==> config.mk <==
export PLATFORM = sky130hd
export DESIGN_NAME = key_action_ctrl
export DESIGN_NICKNAME = d
export VERILOG_FILES = /design/src/rtl/key_action_pkg.sv /design/src/rtl/key_action_ctrl_fsm.sv /design/src/rtl/key_action_ctrl.sv
export SDC_FILE = /design/constraint.sdc
export NUM_CORES = 1
export LEC_CHECK = 0
export BUFFER_PORTS_ARGS = -buffer_cell sky130_fd_sc_hd__buf_2
export CAP_MARGIN = 10
export CORE_ASPECT_RATIO = 0.6
export CORE_MARGIN = 2
export CORE_UTILIZATION = 25
export DETAILED_ROUTE_END_ITERATION = 8
export SYNTH_ARGS = -nofsm -noshare
export SYNTH_HDL_FRONTEND = slang
export SYNTH_SLANG_ARGS = --single-unit
==> constraint.sdc <==
create_clock -name clk -period 2.4 [get_ports clk]
set_input_delay 0.48 -clock clk [delete_from_list [all_inputs] [get_ports clk]]
set_output_delay 0.48 -clock clk [all_outputs]
set_load 0.02 [all_outputs]
==> src/rtl/key_action_pkg.sv <==
// Shared action indices, HID key codes and repeat-FSM states
// for the keyboard action controller.
package key_action_pkg;

  localparam int ACT_LEFT    = 0;
  localparam int ACT_RIGHT   = 1;
  localparam int ACT_DOWN    = 2;
  localparam int ACT_ROT_CW  = 3;
  localparam int ACT_ROT_CCW = 4;
  localparam int ACT_PAUSE   = 5;

  localparam logic [7:0] KEY_A        = 8'h04;
  localparam logic [7:0] KEY_D        = 8'h07;
  localparam logic [7:0] KEY_S        = 8'h16;
  localparam logic [7:0] KEY_W        = 8'h1A;
  localparam logic [7:0] KEY_Q        = 8'h14;
  localparam logic [7:0] KEY_P        = 8'h13;
  localparam logic [7:0] KEY_ROLLOVER = 8'h01;

  typedef enum logic [1:0] {
    IDLE,
    DELAY,
    REPEAT,
    HELD
  } rpt_state_e;

endpackage

==> src/rtl/key_action_ctrl_fsm.sv <==
// Per-action repeat FSM: press, release and DAS/ARR auto-repeat
// pulses, advanced only on qualified frame ticks.
module key_repeat_fsm #(
  parameter bit REPEAT     = 1'b1,
  parameter int DAS_FRAMES = 10,
  parameter int ARR_FRAMES = 2,
  parameter int CNT_W      = 5
) (
  input  logic clk,
  input  logic reset,
  input  logic tick,
  input  logic pressed,
  output logic fire,
  output logic press,
  output logic rel,
  output logic held
);
  import key_action_pkg::*;

  localparam logic [CNT_W-1:0] DAS_LD = CNT_W'(DAS_FRAMES - 1);
  localparam logic [CNT_W-1:0] ARR_LD = CNT_W'(ARR_FRAMES - 1);

  rpt_state_e       state_q, state_d;
  logic [CNT_W-1:0] cnt_q, cnt_d;
  logic             fire_q, fire_d;
  logic             press_q, press_d;
  logic             rel_q, rel_d;

  always_ff @(posedge clk or posedge reset) begin
    if (reset) begin
      state_q <= IDLE;
      cnt_q   <= '0;
      fire_q  <= 1'b0;
      press_q <= 1'b0;
      rel_q   <= 1'b0;
    end else begin
      state_q <= state_d;
      cnt_q   <= cnt_d;
      fire_q  <= fire_d;
      press_q <= press_d;
      rel_q   <= rel_d;
    end
  end

  always_comb begin
    state_d = state_q;
    cnt_d   = cnt_q;
    fire_d  = 1'b0;
    press_d = 1'b0;
    rel_d   = 1'b0;
    if (tick) begin
      unique case (state_q)
        IDLE: begin
          if (pressed) begin
            fire_d  = 1'b1;
            press_d = 1'b1;
            if (REPEAT) begin
              state_d = DELAY;
              cnt_d   = DAS_LD;
            end else begin
              state_d = HELD;
            end
          end
        end
        DELAY, key_action_pkg::REPEAT: begin
          if (!pressed) begin
            rel_d   = 1'b1;
            state_d = IDLE;
          end else if (cnt_q == '0) begin
            fire_d  = 1'b1;
            state_d = key_action_pkg::REPEAT;
            cnt_d   = ARR_LD;
          end else begin
            cnt_d = cnt_q - 1'b1;
          end
        end
        HELD: begin
          if (!pressed) begin
            rel_d   = 1'b1;
            state_d = IDLE;
          end
        end
        default: state_d = IDLE;
      endcase
    end
  end

  assign fire  = fire_q;
  assign press = press_q;
  assign rel   = rel_q;
  assign held  = (state_q != IDLE);

endmodule

==> src/rtl/key_action_ctrl.sv <==
// Maps packed HID keycode slots to per-action press/release/repeat
// pulses, advanced once per frame tick.
module key_action_ctrl
  import key_action_pkg::*;
#(
  parameter int                    NUM_SLOTS    = 8,
  parameter int                    NUM_ACTIONS  = 6,
  parameter logic [NUM_ACTIONS*8-1:0] ACTION_CODES =
    {KEY_P, KEY_Q, KEY_W, KEY_S, KEY_D, KEY_A},
  parameter logic [NUM_ACTIONS-1:0] REPEAT_MASK  = 6'b000111,
  parameter int                    DAS_FRAMES   = 10,
  parameter int                    ARR_FRAMES   = 2,
  parameter int                    CNT_W        = 5
) (
  input  logic                   clk,
  input  logic                   reset,
  input  logic                   frame_tick,
  input  logic [NUM_SLOTS*8-1:0] keycodes,
  output logic [NUM_ACTIONS-1:0] action_fire,
  output logic [NUM_ACTIONS-1:0] action_press,
  output logic [NUM_ACTIONS-1:0] action_release,
  output logic [NUM_ACTIONS-1:0] action_held,
  output logic                   rollover_err
);

  logic [NUM_ACTIONS-1:0] pressed;
  logic                   roll;
  logic                   tick_ok;
  logic                   roll_q, roll_d;

  always_comb begin
    pressed = '0;
    roll    = 1'b0;
    for (int s = 0; s < NUM_SLOTS; s++) begin
      if (keycodes[8*s +: 8] == KEY_ROLLOVER) roll = 1'b1;
    end
    for (int a = 0; a < NUM_ACTIONS; a++) begin
      for (int s = 0; s < NUM_SLOTS; s++) begin
        if (ACTION_CODES[8*a +: 8] != 8'h00 &&
            keycodes[8*s +: 8] == ACTION_CODES[8*a +: 8])
          pressed[a] = 1'b1;
      end
    end
  end

  // A rollover frame freezes every FSM as if no tick arrived
  assign tick_ok = frame_tick & ~roll;
  assign roll_d  = frame_tick ? roll : roll_q;

  always_ff @(posedge clk or posedge reset) begin
    if (reset) roll_q <= 1'b0;
    else       roll_q <= roll_d;
  end

  assign rollover_err = roll_q;

  for (genvar a = 0; a < NUM_ACTIONS; a++) begin : g_act
    key_repeat_fsm #(
      .REPEAT     (REPEAT_MASK[a]),
      .DAS_FRAMES (DAS_FRAMES),
      .ARR_FRAMES (ARR_FRAMES),
      .CNT_W      (CNT_W)
    ) u_fsm (
      .clk     (clk),
      .reset   (reset),
      .tick    (tick_ok),
      .pressed (pressed[a]),
      .fire    (action_fire[a]),
      .press   (action_press[a]),
      .rel     (action_release[a]),
      .held    (action_held[a])
    );
  end

endmodule

Word level (Yosys, flattened, before mapping)
Index checks and enable logic that the tools add are counted.
Widths: inputs -> output; s select.
{ "op_classes": {"addsub": 6, "n_eq_ne": 95, "mux": 161, "bitwise": 2, "n_reduce_logical": 45} }
{ "op_table": {"columns": ["operator", "count"], "rows": [
  ["$eq 8x5->1 const B", 32],
  ["$eq 8x3->1 const B", 16],
  ["$mux 1", 110],
  ["$eq 8x1->1 const B", 8],
  ["$mux 5", 12],
  ["$mux 2", 24],
  ["$pmux 2 s3", 6],
  ["$reduce_and 4->1", 9],
  ["$logic_not 5->1", 6],
  ["$pmux 5 s2", 3],
  ["$sub 5x1->5 const B", 6],
  ["$eq 2x2->1 const B", 12],
  ["$ne 2x1->1 const B", 9],
  ["$ne 3x3->1 const B", 6],
  ["$reduce_bool 2->1", 9],
  ["$reduce_or 3->1", 6],
  ["$eq 2x1->1 const B", 6],
  ["$logic_not 2->1", 6],
  ["$ne 2x2->1 const B", 6],
  ["$pmux 1 s2", 6],
  ["$reduce_or 2->1", 6],
  ["$reduce_and 3->1", 3],
  ["$and 1x1->1", 1],
  ["$not 1->1", 1]
]} }
{ "word_totals": {"regBits": 61, "in_bits": 67, "elab_cells": 340} }

Depth between registers and ports, before layout
Gate-level depths: netlist of the first run.
{ "logic_depth": {"depth_word": 12, "ltp_mapped": 8, "depth_no_buf": 8} }

Modules after synthesis
Synthesis of the first run repeated with hierarchy kept, for this count alone.
{ "unflattened": {"cells_unflattened": 455, "area_unflattened_um2": 4277.9} }
{ "modules_own_cells": {"columns": ["mod", "instances", "cells_each", "area_per_inst_um2"], "rows": [
  ["key_repeat_fsm at g_act[3].u_fsm ...", 3, 54, 570.5],
  ["key_repeat_fsm at g_act[0].u_fsm ...", 2, 56, 564.3],
  ["key_action_ctrl", 1, 125, 862.1],
  ["key_repeat_fsm at g_act[1].u_fsm", 1, 56, 575.6]
]} }

Worst setup path before layout of the first run
OpenSTA, ideal clock, no wires.
{ "synth_path": {"path_kind": "in2reg", "start": "in keycodes[29]", "end": "reg g_act[4].u_fsm.state_q[0]", "setup_ns": 0.125, "t_arrival_ns": 2.155, "slack_ns": 0.120, "cell_stages": 6, "n_path_buf": 0, "cell_sequence": "nor4b_1 -> a22oi_1 -> nand4_2 -> mux2_2 -> nor2_1 -> mux2_2"} }
{ "synth_via": {"elab_chain_len": 9, "word_cells_on_any_way": 20, "cone_classes": "eq/ne: 5; mux: 12; bitwise: 2; reduce/logical: 1"} }
{ "synth_lines": {"columns": ["element", "line", "rtl"], "rows": [
  ["start, declared", "key_action_ctrl.sv:18", "input logic [NUM_SLOTS*8-1:0] keycodes,"],
  ["$eq 8x1->1", "key_action_ctrl.sv:35", "if (keycodes[8*s +: 8] == KEY_ROLLOVER) roll = 1'b1;"],
  ["$mux 1 (5 in a row)", "key_action_ctrl.sv:35", null],
  ["$not 1->1", "key_action_ctrl.sv:47", "assign tick_ok = frame_tick & ~roll;"],
  ["$and 1x1->1", "key_action_ctrl.sv:47", null],
  ["$reduce_and 4->1 (no source line)", null, null],
  ["end signal, assigned", "key_action_ctrl_fsm.sv:37", "state_q <= state_d;"],
  ["end, declared", "key_action_ctrl_fsm.sv:23", "rpt_state_e state_q, state_d;"]
]} }
Several ways; a longest one is shown, not always the timed one.
A chain may end at the register's enable or synchronous reset.

Final worst setup path of the first run
{ "layout_path": {"start": "in keycodes[60]", "end": "reg g_act[2].u_fsm.state_q[0]"} }
{ "layout_via": {"elab_chain_len": 5, "word_cells_on_any_way": 12, "cone_classes": "eq/ne: 5; mux: 4; bitwise: 2; reduce/logical: 1"} }
{ "layout_lines": {"columns": ["element", "line"], "rows": [
  ["$eq 8x1->1", "key_action_ctrl.sv:35"],
  ["$mux 1", "key_action_ctrl.sv:35"],
  ["$not 1->1", "key_action_ctrl.sv:47"],
  ["$and 1x1->1", "key_action_ctrl.sv:47"],
  ["$reduce_and 4->1 (no source line)", null],
  ["end signal, assigned", "key_action_ctrl_fsm.sv:37"],
  ["end, declared", "key_action_ctrl_fsm.sv:23"]
]} }
Several ways; a longest one is shown, not always the timed one.

==> flow_summary.toml, run 1 <==
[cells_and_area]
final_common_cell = "buf_2"
final_cells = 837
seqCellArea_um2 = 1530
fin_area_um2 = 5680
nets = 695
area_delta_synth_final_pct = 26.9
layout_common_cells = "91 x buf_2, 61 x dfrtp_1, 47 x buf_4"
fill_cells = 1808
drive_gt1_frac = 0.321
multiInputGateArea_um2 = 2530

[outcome]
status = "finished, final reports clean"

[logic_synthesis]
yosys_warnings = 0
synthDistinctLibCells = 63
synth_area_um2 = 4480
synth_seq_cells = 61
syn-num-nets = 578
synth_ff_type = "dfrtp_1"
synth-edff-count = 0
ys_async_sr_fraction = 1.00
synthCells = 480
syn-mean-instance-area_um2 = 9.33
ys_seq_area_frac = 0.341

[worst_setup_path]
cp_max_fo = 16
rr_endpoint = "g_act[2].u_fsm.cnt_q[4]"
reg2reg_depth = 7
slowest_stage = "or4_4"
cp-start-kind = "primary input"
crit_buf_inv = 3
crit_required_ns = 2.64
reg2reg_slack_ns = 0.26
cp_cell_sequence = "buf_2 -> or4_4 -> nor4_1 -> buf_4 -> nor2_1 -> and2_4 -> buf_4 -> o21ai_0 -> mux2i_1"
critPathMaxStageDelay_ns = 0.54
arrival_ns = 2.39
path_depth = 9
cpMostUsedCell = "buf_4"
path_class = "primary input to flop"
cp-startpoint = "keycodes[60]"
cpLargestDelayFamily = "simple AND/OR/NAND/NOR gates"
reg2reg_from = "g_act[2].u_fsm.cnt_q[0]"
crit_end = "g_act[2].u_fsm.state_q[0]"
cp-end-kind = "flop"

[timing]
fmax_mhz = 465
rsz0062_at_grt = "no"
post-route-min-period_ns = 2.15
slew_violations = 0
relSlewSlack = 0.672
hold_violations = 0
finalCritPeriodShare = 0.897
setup_viol = 0
worstMarginPinSlew_ns = 0.486
setup_ws_ns = 0.248
skew_ns = 0.00694

[grt]
antenna_found_initial = 1
grt_pass1_wl_um = 19700
grt_max_degree = 42
track_usage = 0.134
grt-ovfl-total = 0
grt_pass1_vias = 3741

[clock_network]
cts_resized = 0
post_cts_buffers = 0
cts_inserted_buffers = 9
holdBufCountCts = 0
path_clk_slew_ns = 0.05
insertion_delay_ns = 0.33
cts_tree = "built"
ctsLongestPathBuffers = 2
htree_levels = 3
clock_sinks = 61
clockRootBuffer = "clkbuf_16"

[route]
vias = 4024
wire_per_inst_um = 14.9
wl_um = 12500
drt-pass1-iter-count = 4
drcViolationCount = 0
vias_per_cell = 4.81
final_antenna_net_count = 0
drt-initial-drc-count = 226

[placement]
gp_congestion = 0.846
portBuffers = 91
place_ws_ns = -0.0596
dp.cells = 820
dp_hpwl_um = 9940
place_area_um2 = 5370

[job]
maxCapViolCount = 0

[die]
core_area_um2 = 17300
io_pins = 92
die_h_um = 108
core.rowCount = 37
start_util = 0.259
dieArea_um2 = 19000
fp.dieW_um = 177

[power]
power_density_nw_per_um2 = 895
leakage_nw = 2.61
ir_worst_vdd_mv = 0.371

[min_path]
worstHoldPathType = "primary input to async pin"
[cells in the mapped netlist, types with 3 or more instances]
master,number,area (um^2)
dfrtp_1,61,1530
inv_1,46,173
nor2_1,42,158
ha_1,31,388
buf_4,26,195
nand4_1,26,163
nor3_1,19,95.1
nor4b_1,19,166
nand2_1,18,67.6
a21oi_1,15,75.1
nor4_1,15,93.8
mux2_2,14,158
nor2b_1,10,62.6
o21ai_0,10,50.1
a22oi_1,9,67.6
mux2i_1,9,90.1
nand4b_1,9,78.8
nand2b_1,7,43.8
nor4b_2,6,90.1
nor4bb_1,6,60.1
nand3_1,5,25.0
o31a_1,5,43.8
or3_1,5,31.3
and4_1,4,35.0
a211o_1,3,26.3
buf_6,3,33.8
clkbuf_1,3,11.3
nand4_2,3,37.5
o2bb2ai_1,3,26.3
o31ai_1,3,22.5
or2_2,3,18.8
or4_1,3,22.5
[stage by stage]
| stage | setup TNS [ns] | total power, mW | util | hold slack [ns] |
|---|---|---|---|---|
| 6_report | 0 | 5.09 | 0.328 | 0.172 |
| 5_1_grt | 0 | 5.48 | 0.328 | 0.211 |
| 4_1_cts | 0 | 5.12 | 0.328 | 0.182 |
| 3_5_place_dp | -0.500 | 3.74 | 0.310 | 0.479 |
| 3_3_place_gp | -0.0491 | 3.73 | 0.310 | 0.477 |
| 2_1_floorplan | 0 | 3.17 | - | 0.458 |
[state kept, by name, summed over array words and instances (netlist names)]
register	count
g_act.u_fsm.cnt_q	30
g_act.u_fsm.state_q	12
g_act.u_fsm.fire	6
g_act.u_fsm.press	6
g_act.u_fsm.rel	6
rollover_err	1
[power by group]
group	leakage, nW	switching [mW]	internal (mW)
clock network	0.152	0.455	0.887
logic	1.67	1.28	0.958
registers	0.791	0.213	1.29
total	2.61	1.95	3.13
[worst register-to-register path: stages (launching register included)]
cell,delay [ns]
dfrtp_1,0.40
inv_1,0.08
ha_1,0.19
nor4b_1,0.16
nand2b_1,0.24
or4_1,0.50
a2111oi_0,0.39
a21o_1,0.12
[worst min path at each step]
stage,end,slack (ns),depth (start not counted)
finish,g_act[5].u_fsm.cnt_q[2],0.17,2
detailed placement,g_act[1].u_fsm.cnt_q[4],0.48,1
CTS,g_act[3].u_fsm.state_q[1],0.18,2
global route,g_act[4].u_fsm.rel,0.21,2
global placement,g_act[1].u_fsm.cnt_q[4],0.48,1
floorplan,g_act[1].u_fsm.cnt_q[4],0.46,1
[cells by family after synthesis]
| kind of cell | share of synthesized area |
|---|---|
| adders and majority gates | 0.0866 |
| DFF | 0.341 |
| buffers and inverters | 0.0944 |
| AOI/OAI and AO/OA | 0.117 |
| muxes | 0.0612 |
| and+or+nand+nor | 0.298 |
| xor gates and xnor gates | 0.00196 |
[area by class of cell]
class / count / area share
multi-input cells: 339 / 0.445
clock inverters: 3 / 0.00748
clock buffers: 13 / 0.0475
repair buffers: 140 / 0.149
flip-flops and latches: 61 / 0.269
inverters: 46 / 0.0304
well taps: 234 / 0.0515
diodes: 1 / 0.000440
[layer usage]
metal  part of all wire  up-vias  GRT usage
li1                   -     2005          -
met1               0.51     1907      0.192
met2               0.43      106      0.201
met3              0.055        6     0.0321
met4             0.0046        0     0.0325
met5                  0        -          0
Power figures use the tool's default switching activity.
==> inputs of run 2 (changes only) <==
--- a/config.mk
+++ b/config.mk
@@ -11,6 +11,8 @@
 export CORE_MARGIN = 2
 export CORE_UTILIZATION = 25
 export DETAILED_ROUTE_END_ITERATION = 8
+export RECOVER_POWER = 100
+export SKIP_CTS_REPAIR_TIMING = 1
 export SYNTH_ARGS = -nofsm -noshare
 export SYNTH_HDL_FRONTEND = slang
 export SYNTH_SLANG_ARGS = --single-unit
==> constraint.sdc (replaced) <==
create_clock -name clk -period 2.4 [get_ports clk]
set_input_delay 0.24 -clock clk [delete_from_list [all_inputs] [get_ports clk]]
set_output_delay 0.24 -clock clk [all_outputs]
set_load 0.02 [all_outputs]
==> flow_summary.toml, run 2 (synthesis gave the netlist of run 1 again) <==
[cells_and_area]
nets = 677
reg.largest.list = "g_act.u_fsm.cnt_q x30, g_act.u_fsm.state_q x12"
largest_reg_flops = 30
area_delta_synth_final_pct = 21.7
multiInputGateArea_um2 = 2510
drive_gt1_frac = 0.236
seqCellArea_um2 = 1530
final_common_cell = "buf_2"
fill_cells = 1817
largest_register = "g_act.u_fsm.cnt_q"
layout_common_cells = "64 x buf_2, 61 x dfrtp_1, 46 x inv_1"
final_cells = 819

[route]
drt-initial-drc-count = 241
wl_um = 12100
drt-pass1-iter-count = 4
wire_per_inst_um = 14.8
vias = 3926
final_antenna_net_count = 0
vias_per_cell = 4.79
drcViolationCount = 0

[grt]
use_met1 = 0.191
top_usage_layer = "met2"
grt-ovfl-total = 0
grt_max_degree = 34
use_met2 = 0.197
track_usage = 0.132
antenna_found_initial = 1
grt_pass1_wl_um = 19500
grt_use_met3 = 0.0307
grt_pass1_vias = 3732

[job]
maxCapViolCount = 2

[clock_network]
cts_tree = "built"
clock_sinks = 61
cts_inserted_buffers = 9
path_clk_slew_ns = 0.06
clockRootBuffer = "clkbuf_16"
insertion_delay_ns = 0.34
htree_levels = 3
ctsLongestPathBuffers = 2

[timing]
tns_ns = 0
post-route-min-period_ns = 2.19
finalCritPeriodShare = 0.912
setup_ws_ns = 0.212
rsz0062_at_grt = "no"
relSlewSlack = -0.241
setup_viol = 0
slew_violations = 63
worstMarginPinSlew_ns = 1.86
skew_ns = 0.0103
fmax_mhz = 457
hold_violations = 0

[worst_setup_path]
crit_required_ns = 2.62
path_class = "primary input to flop"
cp-start-kind = "primary input"
cpMostUsedCell = "clkbuf_1"
slowest_stage = "or4_4"
crit_buf_inv = 2
critPathMaxStageDelay_ns = 0.55
arrival_ns = 2.41
cpLargestDelayFamily = "simple AND/OR/NAND/NOR gates"
cp-end-kind = "flop"
cp_max_fo = 19
cp_cell_sequence = "clkbuf_1 -> or4_4 -> nor4_1 -> clkbuf_1 -> nor2_1 -> and2_1 -> nand4_1 -> mux2_2"

[outcome]
status = "finished with violations"
violations = "capacitance limit, slew limit"

[placement]
gp_congestion = 0.845
dp.cells = 802
portBuffers = 91
dp_hpwl_um = 9830
place_ws_ns = 0.174

[die]
fp.dieW_um = 177
io_pins = 92
dieArea_um2 = 19000
core.rowCount = 37
start_util = 0.259
core_area_um2 = 17300
die_h_um = 108

[min_path]
worstHoldPathType = "primary input to flop"

[power]
leakage_nw = 2.38
ir_worst_vdd_mv = 0.414
power_density_nw_per_um2 = 914
## run 2: area by class of cell
| class | count | area share |
|---|---|---|
| Multi-Input combinational cell | 339 | 0.460 |
| Antenna cell | 1 | 0.000459 |
| Clock buffer | 9 | 0.0413 |
| Timing Repair Buffer | 122 | 0.118 |
| Clock inverter | 7 | 0.0149 |
| Sequential cell | 61 | 0.280 |
| Tap cell | 234 | 0.0537 |
| Inverter | 46 | 0.0317 |
## run 2: metrics by stage
step / util / cell area, um^2 / hold WS (ns) / total power, mW
6_report: 0.315 / 5450 / 0.193 / 4.98
5_1_grt: 0.315 / 5450 / 0.209 / 5.38
4_1_cts: 0.319 / 5530 / -0.0191 / 5.07
3_5_place_dp: 0.302 / 5220 / 0.342 / 3.72
3_3_place_gp: 0.302 / 5220 / 0.348 / 3.71
2_1_floorplan: - / 4480 / 0.370 / 3.17
## run 2: power by group
group          switching (mW)  internal [mW]  leakage, nW  total, mW
combinational            1.27          0.886         1.44       2.16
clock                   0.507          0.817        0.147       1.32
sequential              0.208           1.29        0.791       1.50
total                    1.99           2.99         2.38       4.98
## run 2: tightest hold or removal path, delay by kind of cell
kind | cells | cell delay, ns
and+or+nand+nor | 2 | 0.13
buffers and inverters | 1 | 0.12
## run 2: path summary, 6_finish.rpt
path | start | end | slack (ns) | cells past startpoint
hold reg to reg | g_act[4].u_fsm.cnt_q[4] | g_act[4].u_fsm.cnt_q[4] | 0.51 | 1
setup / recovery | keycodes[60] | g_act[4].u_fsm.cnt_q[2] | 0.21 | 8
setup reg to reg | g_act[2].u_fsm.cnt_q[0] | g_act[2].u_fsm.cnt_q[4] | 0.27 | 7
hold / removal | frame_tick | rollover_err | 0.19 | 3
max in group asynchronous | reset | g_act[1].u_fsm.state_q[0] | 0.73 | 3
min in group asynchronous | reset | g_act[3].u_fsm.state_q[1] | 0.45 | 3
## run 2: per-layer routing
metal	part of all wire	wire length (um)
met2	0.43	5220
met1	0.51	6230
met5	0	0
met3	0.051	618
met4	0.0036	44
==> inputs of run 3 (changes only) <==
--- a/config.mk
+++ b/config.mk
@@ -12,6 +12,7 @@
 export CORE_UTILIZATION = 25
 export DETAILED_ROUTE_END_ITERATION = 8
 export RECOVER_POWER = 100
+export REMOVE_ABC_BUFFERS = 1
 export SKIP_CTS_REPAIR_TIMING = 1
 export SYNTH_ARGS = -nofsm -noshare
 export SYNTH_HDL_FRONTEND = slang
==> flow_summary.toml, run 3 (synthesis gave the netlist of run 1 again) <==
[worst_setup_path]
slowest_stage = "o31ai_1"
cp-start-kind = "flop"
reg2reg_depth = 7
cp-startpoint = "g_act[1].u_fsm.state_q[0]"
path_class = "flop to flop"
cp_cell_sequence = "inv_1 -> ha_1 -> clkbuf_1 -> nor2_1 -> o31ai_1 -> nor2_1 -> mux2_4"
crit_end = "g_act[1].u_fsm.cnt_q[0]"
rr_endpoint = "g_act[1].u_fsm.cnt_q[0]"
arrival_ns = 2.45
cp_max_fo = 6
reg2reg_from = "g_act[1].u_fsm.state_q[0]"
cpMostUsedCell = "nor2_1"
critPathMaxStageDelay_ns = 0.50
cp-end-kind = "flop"
crit_required_ns = 2.62
reg2reg_slack_ns = 0.16

[timing]
worstMarginPinSlew_ns = 0.853
holdWs_ns = 0.151
tns_ns = 0
post-route-min-period_ns = 2.24
skew_ns = 0.00676
hold_violations = 0
finalCritPeriodShare = 0.932
slew_violations = 0
rsz0062_at_grt = "no"
relSlewSlack = 0.431
setup_viol = 0
fmax_mhz = 447

[placement]
gp_congestion = 0.817
dp_hpwl_um = 9360
portBuffers = 91
place_area_um2 = 5150

[clock_network]
cts_tree = "built"
insertion_delay_ns = 0.33
cts_inserted_buffers = 9
htree_levels = 3
ctsLongestPathBuffers = 2
clock_sinks = 61
path_clk_slew_ns = 0.05
clockRootBuffer = "clkbuf_16"

[power]
ir_worst_vdd_mv = 0.335
power_density_nw_per_um2 = 935
p_total_mw = 5.06
leakage_nw = 2.35

[outcome]
status = "finished, final reports clean"

[route]
final_antenna_net_count = 0
vias_per_cell = 4.84
drt-pass1-iter-count = 4
wire_per_inst_um = 15.0
vias = 3914
wl_um = 12100
drcViolationCount = 0
drt-initial-drc-count = 319

[cells_and_area]
largest_register = "g_act.u_fsm.cnt_q"
nets = 667
seqCellArea_um2 = 1530
n_antenna_cell = 0
area_delta_synth_final_pct = 20.8
multiInputGateArea_um2 = 2520
drive_gt1_frac = 0.225
fin_area_um2 = 5410
final_common_cell = "buf_2"
largest_reg_flops = 30
layout_common_cells = "65 x buf_2, 61 x dfrtp_1, 46 x inv_1"
fill_cells = 1839
reg.largest.list = "g_act.u_fsm.cnt_q x30, g_act.u_fsm.state_q x12"

[grt]
grt_max_degree = 42
track_usage = 0.131
grt-ovfl-total = 0
antenna_found_initial = 0
grt_pass1_wl_um = 19400
grt_pass1_vias = 3686

[min_path]
worstHoldPathType = "primary input to flop"
hold_depth = 3

[die]
start_util = 0.259
fp.dieW_um = 177
io_pins = 92
core.rowCount = 37
dieArea_um2 = 19000
core_area_um2 = 17300
die_h_um = 108

[job]
maxCapViolCount = 0
-- run 3: where the power goes --
part	internal [mW]	leakage [nW]	switching [mW]
Clock	0.907	0.147	0.466
Sequential	1.29	0.791	0.223
Combinational	0.887	1.42	1.28
Total	3.08	2.35	1.97
-- run 3: stage by stage --
stage | cells | setup slack, ns | util
floorplan | 446 | 0.251 | -
global placement | 791 | 0.191 | 0.298
detailed placement | 791 | 0.216 | 0.298
CTS | 807 | 0.205 | 0.315
finish | 808 | 0.163 | 0.313
global route | 808 | 0.0289 | 0.313
-- run 3: worst min path at each step --
stage | slack, ns | endpoint | from
global route | 0.18 | rollover_err | frame_tick
detailed placement | 0.29 | g_act[4].u_fsm.press | reset
CTS | -0.07 | g_act[4].u_fsm.press | reset
global placement | 0.29 | g_act[4].u_fsm.press | reset
floorplan | 0.37 | rollover_err | frame_tick
finish | 0.15 | rollover_err | frame_tick
-- run 3: critical path, delay by kind of cell, from the launching register on --
family | cells | cell delay (ns)
fa+ha+maj | 1 | 0.29
flops | 1 | 0.38
compound gates | 1 | 0.50
simple gates | 2 | 0.29
mux | 1 | 0.33
buf+inv | 2 | 0.34
-- run 3: layer usage --
layer	track usage	routed length [um]	part of all wire
met5	0	0	0
met4	0.0425	253	0.021
met3	0.0321	563	0.047
met2	0.190	5180	0.43
met1	0.188	6090	0.50
-- run 3: layout make-up --
class	instances	area share
clock buffer	12	0.0437
clock inverter	4	0.0134
inverter	46	0.0319
multi-input combinational	339	0.465
sequential	61	0.282
tap	234	0.0541
timing repair buffer	112	0.110
